File: config.mk
export PLATFORM = sky130hd
export DESIGN_NAME = ghash_ctrl
export DESIGN_NICKNAME = d
export VERILOG_FILES = /design/src/rtl/ghash_ctrl.sv
export SDC_FILE = /design/constraint.sdc
export NUM_CORES = 2
export LEC_CHECK = 0
export ABC_AREA = 1
export BUFFER_PORTS_ARGS = -buffer_cell sky130_fd_sc_hd__buf_2
export CAP_MARGIN = 10
export CORE_ASPECT_RATIO = 0.6
export CORE_MARGIN = 10
export CORE_UTILIZATION = 35
export CTS_CLUSTER_SIZE = 12
export DETAILED_ROUTE_END_ITERATION = 7
export PLACE_DENSITY = 0.59
export RECOVER_POWER = 25
export SETUP_SLACK_MARGIN = 0.05
export SLEW_MARGIN = 40
export SYNTH_ARGS = -nofsm -noshare
export SYNTH_HDL_FRONTEND = slang
export SYNTH_SLANG_ARGS = --single-unit
File: constraint.sdc
create_clock -name iClk -period 5.5 [get_ports iClk]
set_clock_uncertainty 0.15 [all_clocks]
set_input_delay 0.275 -clock iClk [delete_from_list [all_inputs] [get_ports iClk]]
set_output_delay 0.275 -clock iClk [all_outputs]
set_load 0.02 [all_outputs]
File: src/rtl/ghash_ctrl.sv
// GHASH sequencing controller.
// Masks and accumulates data blocks into the running hash Y, hands each
// Y^X operand to an external GF(2^128) multiplier, tracks AAD/ciphertext bit
// lengths, finishes with the length block and presents the tag.
// Vectors use [0:127] ordering: bit 0 is the MSB of byte 0.
module ghash_ctrl (
  input  logic         iClk,
  input  logic         iRst_n,
  input  logic         iStart,
  input  logic [0:127] iHashkey,
  input  logic [0:127] iBlock,
  input  logic [4:0]   iBlock_bytes,
  input  logic         iBlock_aad,
  input  logic         iBlock_valid,
  output logic         oBlock_ready,
  input  logic         iFinal,
  output logic [0:127] oMul_x,
  output logic [0:127] oMul_h,
  output logic         oMul_valid,
  input  logic [0:127] iMul_result,
  input  logic         iMul_done,
  output logic [0:127] oTag,
  output logic         oTag_valid,
  output logic         oBusy,
  output logic         oErr
);

  localparam int NUM_BYTES = 16;

  typedef enum logic [2:0] {
    S_IDLE, S_WAIT_BLK, S_MUL, S_LEN, S_MUL_LEN, S_DONE
  } state_t;

  state_t       state;
  logic [0:127] y_q;
  logic [0:127] h_q;
  logic [63:0]  len_a;
  logic [63:0]  len_c;
  logic         seen_ct;   // a ciphertext block has been taken in this message
  logic         err_arm;   // a message has started since reset; stray done counts as error

  logic [4:0]   n_eff;
  logic [63:0]  blk_bits;
  logic [0:127] x_masked;
  logic         xfer;

  assign oMul_h = h_q;

  // Effective byte count: 0 and anything above 16 mean a full block
  assign n_eff    = (iBlock_bytes == 5'd0 || iBlock_bytes > 5'd16) ? 5'd16 : iBlock_bytes;
  assign blk_bits = {56'd0, n_eff, 3'b000};
  assign xfer     = iBlock_valid && oBlock_ready;

  // Zero every byte lane at or beyond the effective byte count
  for (genvar k = 0; k < NUM_BYTES; k++) begin : g_byte
    assign x_masked[8*k +: 8] = (5'(k) < n_eff) ? iBlock[8*k +: 8] : 8'h00;
  end

  // Control FSM with all outputs registered
  always_ff @(posedge iClk) begin
    if (!iRst_n) begin
      state        <= S_IDLE;
      y_q          <= '0;
      h_q          <= '0;
      len_a        <= '0;
      len_c        <= '0;
      seen_ct      <= 1'b0;
      err_arm      <= 1'b0;
      oMul_x       <= '0;
      oMul_valid   <= 1'b0;
      oBlock_ready <= 1'b0;
      oTag         <= '0;
      oTag_valid   <= 1'b0;
      oBusy        <= 1'b0;
      oErr         <= 1'b0;
    end else begin
      oTag_valid <= 1'b0;
      case (state)
        S_IDLE: begin
          if (iStart) begin
            h_q          <= iHashkey;
            y_q          <= '0;
            len_a        <= '0;
            len_c        <= '0;
            seen_ct      <= 1'b0;
            err_arm      <= 1'b1;
            oErr         <= 1'b0;
            oBusy        <= 1'b1;
            oBlock_ready <= 1'b1;
            state        <= S_WAIT_BLK;
          end else if (iMul_done && err_arm) begin
            oErr <= 1'b1;
          end
        end

        S_WAIT_BLK: begin
          if (iMul_done) oErr <= 1'b1;
          // A block offered together with iFinal wins; the final request waits
          if (xfer) begin
            oMul_x       <= y_q ^ x_masked;
            oMul_valid   <= 1'b1;
            oBlock_ready <= 1'b0;
            state        <= S_MUL;
            if (iBlock_aad) begin
              len_a <= len_a + blk_bits;
              if (seen_ct) oErr <= 1'b1;
            end else begin
              len_c   <= len_c + blk_bits;
              seen_ct <= 1'b1;
            end
          end else if (iFinal) begin
            oMul_x       <= y_q ^ {len_a, len_c};
            oMul_valid   <= 1'b1;
            oBlock_ready <= 1'b0;
            state        <= S_MUL_LEN;
          end
        end

        // Not entered by the normal flow (WAIT_BLK goes straight to MUL_LEN);
        // if ever reached it builds the length operand and proceeds.
        S_LEN: begin
          if (iMul_done) oErr <= 1'b1;
          oMul_x     <= y_q ^ {len_a, len_c};
          oMul_valid <= 1'b1;
          state      <= S_MUL_LEN;
        end

        S_MUL: begin
          if (iMul_done) begin
            y_q          <= iMul_result;
            oMul_valid   <= 1'b0;
            oBlock_ready <= 1'b1;
            state        <= S_WAIT_BLK;
          end
        end

        S_MUL_LEN: begin
          if (iMul_done) begin
            y_q        <= iMul_result;
            oMul_valid <= 1'b0;
            state      <= S_DONE;
          end
        end

        S_DONE: begin
          if (iMul_done) oErr <= 1'b1;
          oTag       <= y_q;
          oTag_valid <= 1'b1;
          oBusy      <= 1'b0;
          state      <= S_IDLE;
        end

        default: state <= S_IDLE;
      endcase
    end
  end

endmodule

# Word level (Yosys, flattened, before mapping)
# Cells that the tools add are included.
# word_totals
reg_bits	650
latch_bits	0
ram_bits	0
mem_bits_ro	0
inputBits	396
out_inout_bits	389
wordCells	131
n_memories	0
# op_classes
n_addsub	2
multipliers	0
n_div	0
order_cmp	17
eq_ne	14
shifts	0
muxes	58
bitwise_logic	2
n_reduce_logical	24
# ops
operator	n
$mux W128	4
$pmux W128 S2	2
$mux W64	5
$pmux W64 S2	2
$xor A128 B128 Y128	2
$add A64 B8 Y64	2
$mux W8	16
$lt A4 B5 Y1 const A	8
$lt A3 B5 Y1 const A	4
$mux W1	17
$reduce_and A4 Y1	4
$mux W3	5
$pmux W3 S5	1
$ne A2 B2 Y1 const B	6
$lt A1 B5 Y1 const A	2
$lt A2 B5 Y1 const A	2
$pmux W1 S3	3
$reduce_bool A3 Y1	3
$reduce_and A2 Y1	4
$reduce_bool A2 Y1	4
$eq A3 B2 Y1 const B	2
$eq A3 B3 Y1 const B	2
$ne A3 B3 Y1 const B	2
$reduce_and A3 Y1	2
other kinds (10)	13

# Logic depth before layout (Yosys ltp)
# depth
word_depth	8
ltp_mapped	19
depth_no_buf	19

# Worst setup path after synthesis
# Ideal clock, no wire load.
# synth_path
path_kind	input -> register
start	in iBlock_bytes[1]
end	reg len_c[19]
setup_time_ns	0.070
arrival_ns	2.580
t_required_ns	5.280
path_slack_ns	2.700
cell_stages	19
n_path_buf	1
path_cell_list	inv_1 > nand4_1 > ha_1 > inv_1 > nand2_1 > inv_1 > ha_1 > inv_1 > fa_1 > inv_1 > nand4_1 > nand2_1 > nand2_1 > nand2_1 > buf_2 > nand2_1 > a21oi_1 > o21ai_0 > a21oi_1
# synth_between
elab_chain_cells	7
elab_cells_between_ends	8
cone_classes	add/sub (1); order compare (1); mux (4); reduce/logical (2)
# synth_lines
item	line	text
start, declared	12	input logic [4:0] iBlock_bytes,
$gt A5 B5 Y1 / $logic_not A5 Y1 (equally long branches)	50	assign n_eff = (iBlock_bytes == 5'd0 || iBlock_bytes > 5'd16) ? 5'd16 : iBlock_bytes;
$logic_or A1 B1 Y1	50	
$mux W5 (*)	50	
$add A64 B8 Y64 (*)	108	len_c <= len_c + blk_bits;
$mux W64 (*)	104	if (iBlock_aad) begin
$mux W64 (*)	99	if (xfer) begin
$pmux W64 S2 (*)	78	case (state)
end signal, assigned	108	
end, declared	38	logic [63:0] len_c;
# Every way passes the cells marked *; elsewhere a longest branch is shown, timed or not. The select of a mux whose other input is x is not followed.
# A chain may end at the register's enable or synchronous reset.

# Worst setup path in the final report
# layout_path
start	reg state[1]
end	reg len_c[35]
# layout_between
elab_chain_cells	3
elab_cells_between_ends	8
cone_classes	eq/ne (4); mux (1); reduce/logical (3)
# layout_lines
item	line	text
start, declared	34	state_t state;
start signal, assigned	62	state <= S_IDLE;
start signal, assigned	90	state <= S_WAIT_BLK;
start signal, assigned	103	state <= S_MUL;
$eq A3 B1 Y1 / $logic_not A3 Y1 (equally long branches)	78	
$ne A2 B2 Y1 (no source line) / $reduce_bool A2 Y1 (equally long branches)	-	
$reduce_and A4 Y1 (no source line)	-	
# Several ways; a longest one is shown, not always the timed one.

==> flow_metrics.py <==
metrics = {
    "status": {
        "status": "finished clean",
    },
    "clocking": {
        "cts_tree": "yes",
        "insertion_delay_ns": 0.65,
        "cts_made_buffers": 69,
        "cts_setup_buffers": 0,
        "clockBufferDepth": 3,
        "cts.clk_slew.worst_paths_ns": 0.06,
        "cts.sinks": 644,
        "htreeDepth": 3,
        "cts-root-buf": "clkbuf_16",
        "cts_resized": 0,
        "cts_hold_buf": 359,
    },
    "synth": {
        "async_reset_ff_share_pct": 0,
        "yosysWarnings": 0,
        "synth_most_common_cell": "nand2_1",
        "synth.cell_area_sq_mm": 0.0298,
        "synth_edf_count": 0,
        "synth_top_area_share_pct": 43.3,
        "ys_ff_latch": 644,
        "synth_cells": 4207,
        "synth_common_cells": "nand2_1, dfxtp_1, a21oi_1, nand3_1, o21ai_0",
        "ys_dominant_reg_cell": "dfxtp_1",
        "ys_top_cells_by_area": "dfxtp_1, nand2_1, a21oi_1",
        "postSynthAreaPerCell_sq_um": 7.07,
        "yosysTopAreaCell": "dfxtp_1",
        "synth_seq_area_share_pct": 43.3,
        "synth_nets": 4614,
        "ys_types": 49,
    },
    "detailed_routing": {
        "vias_per_cell": 5.20,
        "drtPass1Iterations": 6,
        "routed_wl_um": 135000,
        "routedWlPerCell_um": 21.2,
        "ant_nets": 0,
        "drc_errors": 0,
        "drt_iter0_markers": 3247,
        "vias": 33100,
    },
    "floorplan": {
        "rows": 82,
        "core_sq_mm": 0.0839,
        "io_pins": 785,
        "dieWidth_um": 396,
        "dieArea_sq_mm": 0.0975,
        "start_util_pct": 35.5,
        "die_h_um": 246,
    },
    "power_and_ir_drop": {
        "clkPwrFrac_pct": 28.8,
        "netSwitchingFraction_pct": 41.9,
        "power.density_mw_per_mm2": 412,
        "combPwrFrac_pct": 35.5,
        "p_int_mw": 9.49,
        "netSwitchingPower_mw": 6.85,
        "leakage_nw": 15.4,
        "seq_power_share_pct": 35.7,
        "ir_drop_v": 0.000591,
    },
    "cells_and_area": {
        "drive_gt1_share_pct": 13.7,
        "fin_nets": 5585,
        "syn2layout_area_growth_pct": 33.4,
    },
    "global_route": {
        "grt_start_max_net_pins": 177,
        "antenna_found_initial": 16,
        "grt.total_usage_pct": 26.2,
        "grt_remaining_overflow": 0,
        "grt_pass1_wl_um": 200000,
        "grt_pass1_vias": 31300,
    },
    "setup_path": {
        "arrival_ns": 4.24,
        "worstSetupPathType": "flop to flop",
        "cp_max_fo": 46,
        "critPathRequiredTime_ns": 5.90,
        "worstSetupStartpointType": "flop",
        "cp-end-kind": "flop",
    },
    "timing": {
        "drv_slew": 0,
        "worst_pin_slew_ns": 1.01,
        "setup_viol_count_final": 0,
        "max_freq_mhz": 261,
        "fin_ws_ns": 1.66,
        "tns_ns": 0,
        "hold_viol_final": 0,
        "min_period_ns": 3.84,
        "post-route-period-util_pct": 69.7,
        "maxSlewHeadroom_pct": 32.9,
        "rsz0062_at_grt": "false",
    },
    "placement": {
        "hpwl_um": 96400,
        "routabilityCongestion": 0.966,
        "io_buffers": 784,
        "dp_slack_ns": 1.64,
    },
    "hold_path": {
        "holdCritPathClass": "primary input to flop",
    },
    "flow_run": {
        "maxCapViolations": 0,
    },
}
==> flip-flops by register name, indices dropped and copies added (netlist names), 3 cells and up <==
| register | flops |
|---|---|
| oTag | 128 |
| y_q | 128 |
| state | 3 |
| oMul_h | 128 |
| len_c | 61 |
| oMul_x | 128 |
| len_a | 61 |
==> power by group through the flow <==
stage | Sequential, mW | Clock, mW | Combinational (mW)
floorplan | 6.48 | 0 | 3.15
global placement | 5.89 | 0 | 5.61
detailed placement | 5.90 | 0 | 5.64
CTS | 5.81 | 4.76 | 5.87
global route | 5.91 | 4.94 | 6.30
finish | 5.84 | 4.70 | 5.80
==> worst paths after layout <==
| path | from | end | slack (ns) | cells past startpoint |
|---|---|---|---|---|
| setup / recovery | state[1]$_SDFFE_PN0P_ | len_c[35]$_SDFFE_PN0P_ | 1.66 | 11 |
| hold / removal | iBlock[74] | oMul_x[74]$_SDFFE_PN0P_ | 0.03 | 6 |
| setup reg to reg | state[1]$_SDFFE_PN0P_ | len_c[35]$_SDFFE_PN0P_ | 1.66 | 11 |
| hold reg to reg | oTag[16]$_SDFFE_PN0P_ | oTag[16]$_SDFFE_PN0P_ | 0.29 | 2 |
==> critical path, cell delays in order (launching register included) <==
cell and delay [ns]:
dfxtp_1 0.50, inv_2 0.10, nand2_1 0.11, clkinv_2 0.53
nand2_4 0.49, nand2_1 0.14, nand2_1 0.62, inv_2 0.52
nand4_1 0.32, nor2_1 0.06, nor2_1 0.10, nor2_1 0.05
==> logic make-up after synthesis <==
kind of cell,synth area share [%]
fa+ha+maj,0.513
flops,43.3
xor+xnor,3.71
compound gates,18.9
simple gates,25.2
buf+inv,8.32
==> cell type report <==
class	instances	area [sq um]
clock buffers	96	1900
diodes	13	32.5
repair buffers	1171	7480
fillers	8499	44200
clock inverters	15	258
flip-flops and latches	644	12900
multi-input cells	2957	14400
inverters	335	1290
well taps	1134	1420
==> layer usage <==
metal / global-route usage, % / wire length, um
met4: 6.74 / 2860
met3: 6.71 / 13200
met2: 38.2 / 57200
met5: 0 / 27
met1: 37.8 / 61900
==> cells in the final DEF, fill, tap and decap left out, drive strengths merged, types with 12 or more instances in the layout <==
cell type / n
diode: 13
inv: 332
dfxtp: 644
o211ai: 13
nand4: 90
nand3: 402
buf: 553
dlygate4sd3: 359
o21ai: 411
or2: 14
nor3: 52
clkbuf: 355
xor2: 126
clkinv: 12
nor2: 211
a21oi: 637
nand2: 939
==> through the flow <==
| stage | utilization (%) | power [mW] | cells | hold WS, ns | instance area (sq um) |
|---|---|---|---|---|---|
| final | 47.3 | 16.3 | 6365 | 0.0267 | 39700 |
| after detailed placement | 40.8 | 11.5 | 5882 | 0.281 | 34200 |
| after global routing | 47.3 | 17.1 | 6362 | 0.0394 | 39700 |
| after CTS | 47.6 | 16.5 | 6352 | 0.00294 | 40000 |
| after global placement | 40.7 | 11.5 | 5881 | 0.279 | 34200 |
| after floorplan | - | 9.64 | 4207 | 0.224 | 29800 |
Power figures use the tool's default switching activity.
